File: src/rtl/err_monitor.sv
// err_monitor: watches a processor's retire/halt/fault strobes and reports a
// sticky error or a sticky clean-halt result, plus cycle and retire counts.
//
// Ports:
//   clk           - clock, all state changes on the rising edge
//   rst_n         - asynchronous active-low reset
//   retire_valid  - one instruction retired this cycle
//   halt          - halt executed this cycle
//   illegal_instr - illegal instruction flagged this cycle
//   mem_misalign  - misaligned memory access flagged this cycle
//   pc            - current pc (only with ERR_MON_PC_CAPTURE_EN)
//   err           - sticky error flag
//   err_cause     - 0 none, 1 illegal, 2 misalign, 3 hang, 4 timeout
//   err_pc        - pc sampled on the edge entering ERROR (only with ERR_MON_PC_CAPTURE_EN)
//   done          - sticky clean-halt flag
//   cycles        - cycles spent in RUN (saturating)
//   retired       - instructions retired (saturating)
//
// Optional feature macro: ERR_MON_PC_CAPTURE_EN adds the pc / err_pc ports.
module err_monitor #(
    parameter int unsigned HANG_LIMIT = 16,
    parameter int unsigned MAX_CYCLES = 1000
) (
    input  logic        clk,
    input  logic        rst_n,
    input  logic        retire_valid,
    input  logic        halt,
    input  logic        illegal_instr,
    input  logic        mem_misalign,
`ifdef ERR_MON_PC_CAPTURE_EN
    input  logic [31:0] pc,
    output logic [31:0] err_pc,
`endif
    output logic        err,
    output logic [2:0]  err_cause,
    output logic        done,
    output logic [31:0] cycles,
    output logic [31:0] retired
);

    localparam logic [2:0] CauseNone     = 3'd0;
    localparam logic [2:0] CauseIllegal  = 3'd1;
    localparam logic [2:0] CauseMisalign = 3'd2;
    localparam logic [2:0] CauseHang     = 3'd3;
    localparam logic [2:0] CauseTimeout  = 3'd4;

    localparam logic [16:0] HangLim  = 17'(HANG_LIMIT);
    localparam logic [32:0] CycleLim = 33'(MAX_CYCLES);

    typedef enum logic [1:0] {StIdle, StRun, StHalted, StError} state_e;

    state_e      state_q, state_d;
    logic        err_q, err_d;
    logic [2:0]  cause_q, cause_d;
    logic        done_q, done_d;
    logic [31:0] cycles_q, cycles_d;
    logic [31:0] retired_q, retired_d;
    logic [15:0] hang_q, hang_d;

    logic hang_evt;
    logic timeout_evt;

    // Events are judged on the value the counter would take at this edge.
    assign hang_evt    = !retire_valid && (({1'b0, hang_q} + 17'd1) == HangLim);
    assign timeout_evt = (({1'b0, cycles_q} + 33'd1) == CycleLim);

    always_comb begin
        state_d   = state_q;
        err_d     = err_q;
        cause_d   = cause_q;
        done_d    = done_q;
        cycles_d  = cycles_q;
        retired_d = retired_q;
        hang_d    = hang_q;

        unique case (state_q)
            StIdle: begin
                state_d = StRun;
            end
            StRun: begin
                // Counters still advance on the edge that leaves RUN.
                if (cycles_q != 32'hFFFF_FFFF) begin
                    cycles_d = cycles_q + 32'd1;
                end
                if (retire_valid && (retired_q != 32'hFFFF_FFFF)) begin
                    retired_d = retired_q + 32'd1;
                end
                if (retire_valid) begin
                    hang_d = 16'd0;
                end else if (hang_q != 16'hFFFF) begin
                    hang_d = hang_q + 16'd1;
                end

                // Priority: illegal > misalign > hang > timeout > halt.
                if (illegal_instr) begin
                    state_d = StError;
                    err_d   = 1'b1;
                    cause_d = CauseIllegal;
                end else if (mem_misalign) begin
                    state_d = StError;
                    err_d   = 1'b1;
                    cause_d = CauseMisalign;
                end else if (hang_evt) begin
                    state_d = StError;
                    err_d   = 1'b1;
                    cause_d = CauseHang;
                end else if (timeout_evt) begin
                    state_d = StError;
                    err_d   = 1'b1;
                    cause_d = CauseTimeout;
                end else if (halt) begin
                    state_d = StHalted;
                    done_d  = 1'b1;
                end
            end
            StHalted, StError: begin
                // Everything frozen until reset.
            end
            default: begin
                state_d = StIdle;
            end
        endcase
    end

    always_ff @(posedge clk or negedge rst_n) begin
        if (!rst_n) begin
            state_q   <= StIdle;
            err_q     <= 1'b0;
            cause_q   <= CauseNone;
            done_q    <= 1'b0;
            cycles_q  <= 32'd0;
            retired_q <= 32'd0;
            hang_q    <= 16'd0;
        end else begin
            state_q   <= state_d;
            err_q     <= err_d;
            cause_q   <= cause_d;
            done_q    <= done_d;
            cycles_q  <= cycles_d;
            retired_q <= retired_d;
            hang_q    <= hang_d;
        end
    end

`ifdef ERR_MON_PC_CAPTURE_EN
    logic [31:0] err_pc_q;

    always_ff @(posedge clk or negedge rst_n) begin
        if (!rst_n) begin
            err_pc_q <= 32'd0;
        end else if ((state_q == StRun) && (state_d == StError)) begin
            err_pc_q <= pc;
        end
    end

    assign err_pc = err_pc_q;
`endif

    assign err       = err_q;
    assign err_cause = cause_q;
    assign done      = done_q;
    assign cycles    = cycles_q;
    assign retired   = retired_q;

endmodule

File: config.mk
export PLATFORM = sky130hd
export DESIGN_NAME = err_monitor
export DESIGN_NICKNAME = d
export VERILOG_FILES = /design/src/rtl/err_monitor.sv
export SDC_FILE = /design/constraint.sdc
export NUM_CORES = 1
export LEC_CHECK = 0
export CAP_MARGIN = 20
export CORE_ASPECT_RATIO = 1.4
export CORE_MARGIN = 2
export CORE_UTILIZATION = 35
export CTS_CLUSTER_SIZE = 30
export DETAILED_ROUTE_END_ITERATION = 12
export DONT_BUFFER_PORTS = 1
export PLACE_DENSITY = 0.53
export SLEW_MARGIN = 5
export SYNTH_ARGS = -nofsm -noshare
export SYNTH_HDL_FRONTEND = slang
export SYNTH_SLANG_ARGS = --single-unit
File: constraint.sdc
create_clock -name clk -period 4.8 [get_ports clk]
set_clock_uncertainty 0.2 [all_clocks]
set_input_delay 0.96 -clock clk [delete_from_list [all_inputs] [get_ports clk]]
set_output_delay 0.96 -clock clk [all_outputs]
set_load 0.01 [all_outputs]
; ---- Word level (Yosys, flattened, before mapping)
; Index checks and enable logic that the tools add are counted.
; Widths: inputs -> output; s select.
[totals]
register_bits = 87
latchBits = 0
ramBits = 0
rom_bits = 0
inputBits = 6
output_inout_bits = 69
wordCells = 52
memories = 0
[classes]
n_addsub = 5
multipliers = 0
div = 0
magnitude_cmp = 0
eq_ne = 7
shift = 0
n_mux = 16
bitwise_logic = 4
n_reduce_logical = 13
[ops]
columns = cell, count
row1 = $add 32x1->32 const B, 2
row2 = $ne 32x32->1 const B, 2
row3 = $add 32x1->33 const B, 1
row4 = $eq 33x10->1 const B, 1
row5 = $mux 16, 2
row6 = $add 16x1->17 const B, 1
row7 = $eq 17x5->1 const B, 1
row8 = $add 16x1->16 const B, 1
row9 = $ne 16x16->1 const B, 1
row10 = $mux 3, 4
row11 = $mux 2, 5
row12 = $reduce_and 2->1, 5
row13 = $ne 6x6->1 const B, 1
row14 = $reduce_and 6->1, 1
row15 = $mux 1, 4
row16 = $not 1->1, 4
row17 = $pmux 2 s2, 1
row18 = $reduce_bool 2->1, 2
row19 = $reduce_bool 4->1, 1
row20 = $eq 2x1->1 const B, 1
row21 = $logic_and 1x1->1, 2
row22 = $logic_not 2->1, 1
row23 = $logic_not 1->1, 1

; ---- Depth between registers and ports, before layout
[logic_depth]
depth_word = 7
mapped_depth = 10
depth_no_buf = 9

; ---- Worst setup path after synthesis
; Ideal clock, no wire load.
[synth_path]
kind = flip-flop to flip-flop
startpoint = reg cycles_q[0], in the netlist cycles[0]
endpoint = reg cause_q[0], in the netlist err_cause[0]
setup_time_ns = 0.120
arrival_time_ns = 3.178
required_ns = 4.480
path_slack_ns = 1.303
stages_incl_launch_ff = 10
n_path_buf = 0
synth_period_minus_slack_ns = 3.497
path_cell_list = dfrtp_1 > ha_1 > nand3_1 > or4_4 > nor3_1 > mux2i_1 > inv_1 > or4b_1 > or4_4 > a31o_1
[synth_between]
elab_chain_len = 4
[synth_rtl]
columns = item, line
row1 = start: declaration, 56  ; logic [31:0] cycles_q, cycles_d;
row2 = start signal: assignment, 139  ; cycles_q <= cycles_d;
row3 = $add 32x1->33, 65  ; assign timeout_evt = (({1'b0, cycles_q} + 33'd1) == CycleLim);
row4 = $eq 33x10->1, 65
row5 = $reduce_bool 4->1 (no source line), n/a
row6 = $reduce_and 2->1 (no source line), n/a
row7 = end signal: assignment, 129  ; cause_q <= CauseNone;
row8 = end signal: assignment, 137  ; cause_q <= cause_d;
row9 = end: declaration, 54  ; logic [2:0] cause_q, cause_d;
; No other way between the ends.
; A chain may end at the register's enable or synchronous reset.

; ---- Final worst setup path
[layout_path]
startpoint = reg cycles_q[0], in the netlist cycles[0]
endpoint = reg cause_q[1], in the netlist err_cause[1]
; Same word-level chain as after synthesis.

==> flow_metrics.py <==
metrics = {
    "clocking": {
        "cts_tree": "done",
        "cts_setup_buffers": 0,
        "cts_buffer_depth": 2,
        "cts_resized": 0,
        "cts_htree_levels": 3,
        "cts_buffers": 9,
        "clock_sinks": 87,
        "insertion_delay_ps": 350,
        "cts.hold.buffers_added": 0,
        "clk_pin_slew_ps": 70,
        "root_buffer": "clkbuf_16",
    },
    "global_routing": {
        "grt_pass1_wl_um": 20700,
        "grt_overflow": 0,
        "antenna_found_initial": 0,
        "grt_pass1_vias": 3967,
        "track_usage_pct": 17.3,
        "grt_max_degree": 88,
    },
    "finish": {
        "nFillCells": 1432,
        "final_common_cell": "dfrtp_1",
        "multi_input_area_um2": 2590,
        "area.sequential_um2": 2180,
        "final_area_um2": 5370,
        "n_antenna_cell": 0,
        "postLayoutCoreUtil_pct": 38.8,
        "synthToLayoutAreaGrowth_pct": 9.01,
        "final_cell_mix": "dfrtp_1, nand2_1, nor2_1",
        "layout-drive-gt1-share_pct": 6.86,
        "nets": 545,
    },
    "logic_synthesis": {
        "yosys.cell_types.count": 55,
        "ys_ff_latch": 87,
        "synth_top_area_cell": "dfrtp_1",
        "synth_nets": 550,
        "synth_ff_type": "dfrtp_1",
        "async_flop_share_pct": 100,
        "synthCells": 539,
        "seq_area_frac_synth_pct": 44.2,
        "syn_area_um2": 4930,
        "netlist.area_leader.share_pct": 44.2,
        "avgSynthCellArea_um2": 9.15,
        "synth-edff-count": 0,
        "synth_area_leaders": "dfrtp_1, xnor2_1, xor2_1",
        "yosys_warnings": 0,
    },
    "place": {
        "dp_hpwl_um": 9180,
        "placed_area_um2": 5070,
        "gp_congestion": 0.882,
        "portBuffers": 0,
    },
    "worst_hold_path": {
        "hp-class": "input port to async pin",
    },
    "detailed_routing": {
        "drtAntennaViolNets": 0,
        "drc_errors": 0,
        "vias": 3963,
        "drtPass1Iterations": 4,
        "drt_iter0_drc": 209,
        "vias_per_cell": 5.47,
        "wl_per_cell_um": 17.3,
        "route.final.wire_length_um": 12500,
    },
    "setup_path": {
        "path_delay_family": "simple AND/OR/NAND/NOR gates",
        "path_class": "flip-flop to flip-flop",
        "rrSetupSlack_ps": 1020,
        "startpoint_type": "flip-flop",
        "cp_slowest_cell": "or4_4",
        "crit_buf_inv": 1,
        "critical_path.max_fanout": 7,
        "cp_slowest_stage_delay_ps": 610,
        "worstPathRequired_ps": 4840,
        "arrival_ps": 3820,
        "path_cells": "ha_1 -> nand3_1 -> or4_4 -> nor3_1 -> mux2i_1 -> inv_1 -> or4b_1 -> or4_4 -> a31o_1",
        "worst_setup_path_end_kind": "flip-flop",
        "cp_common_cell": "or4_4",
    },
    "sta": {
        "rsz0062_at_grt": "no",
        "period_minus_slack_ps": 3780,
        "setup_tns_ps": 0,
        "slew_headroom_pct": 49.5,
        "hold_viol": 0,
        "tightest_slew_ps": 750,
        "clock.fmax_mhz": 265,
        "setup_violations": 0,
        "period_share_pct": 78.7,
        "final_max_slew_viol_count": 0,
    },
    "power_and_ir_drop": {
        "pwr-share-seq_pct": 51.0,
        "switching_share_pct": 23.3,
        "ir_drop_v": 0.000134,
        "power_switching_mw": 0.335,
        "leakage_nw": 2.29,
        "p_clk_share_pct": 48.8,
        "power_mw": 1.44,
        "internal-power_mw": 1.10,
        "combPwrFrac_pct": 0.2,
        "powerDensity_nw_per_um2": 268,
    },
    "floorplanning": {
        "initial_core_util_pct": 35.6,
        "rows": 51,
        "coreArea_um2": 13800,
        "fp.dieW_um": 104,
        "fp.dieArea_um2": 15100,
        "die_h_um": 144,
        "io_pins": 75,
    },
    "flow_run": {
        "cap_viol_max_count": 0,
    },
    "outcome": {
        "outcome": "finished, final reports clean",
    },
}
-- logic make-up (layout without fill, tap and decap cells) --
group           count (synthesis)  count (layout)  synth area share (%)
compound gates                 80              80                  10.4
simple gates                  257             257                  26.8
flops                          87              87                  44.2
fa+ha+maj                       5               5                  1.27
xor+xnor                       74              74                  13.1
buf+inv                        32              32                  3.38
mux                             4               4                 0.888
-- state kept, by name, indices dropped and copies added (netlist names) --
| signal | count |
|---|---|
| cycles | 32 |
| retired | 32 |
| hang_q | 16 |
| err_cause | 3 |
| state_q | 2 |
| done | 1 |
| err | 1 |
-- per-layer routing --
metal | global-route usage, % | routed length, um | up-vias
met2 | 30.9 | 6560 | 99
met5 | 0 | 0 | -
met3 | 4.28 | 667 | 20
met1 | 19.8 | 4960 | 1937
li1 | - | - | 1907
met4 | 7.04 | 317 | 0
-- power by group through the flow --
stage	Sequential, mW	Clock, mW	Combinational (mW)
finish	0.733	0.702	0.00284
detailed placement	0.748	0	0.00279
floorplan	0.748	0	0.00221
global route	0.733	0.760	0.00320
global placement	0.748	0	0.00278
CTS	0.733	0.730	0.00280
-- worst reg2reg max path, delay by kind of cell (launching register included) --
family	cells	cell delay (ps)
AO/OA/AOI/OAI	1	230
flip-flops	1	520
multiplexers	1	280
AND/OR/NAND/NOR	5	2070
adder cells (fa/ha/maj)	1	310
buffers and inverters	1	60
-- final cells by class --
class / count / area share, %
clock buffers: 9 / 4.19
inverters: 11 / 0.768
flip-flops and latches: 87 / 40.5
clock inverters: 7 / 1.40
repair buffers: 5 / 0.698
multi-input cells: 420 / 48.1
well taps: 185 / 4.31
-- cells in the mapped netlist (6+ instances only) --
cell	instances
a21oi_1	12
nor3_1	23
nand2_1	65
buf_4	8
clkbuf_1	10
nor2_1	45
dfrtp_1	87
nand3_1	41
xnor2_1	42
nand4_1	20
inv_1	11
xor2_1	32
and2_1	7
a21o_1	6
nor4_1	15
o21ai_0	26
and3_1	7
a31oi_1	9
-- stage by stage --
stage | hold WS (ps) | cells | setup slack, ps
after detailed placement | 329 | 708 | 1050
after global placement | 328 | 708 | 1120
final | 105 | 724 | 1020
after CTS | 88.8 | 724 | 1020
after floorplan | 292 | 539 | 1300
after global routing | 85.8 | 724 | 822
-- final timing paths --
check,from,to,cells after the start
setup / recovery,cycles[0],err_cause[1],9
hold / removal,rst_n,hang_q[2],0
setup reg to reg,cycles[0],err_cause[1],9
hold reg to reg,hang_q[7],hang_q[7],1
max in group asynchronous,rst_n,cycles[2],0
min in group clk,hang_q[7],hang_q[7],1
Note: power is estimated with default switching activity, not from simulation.
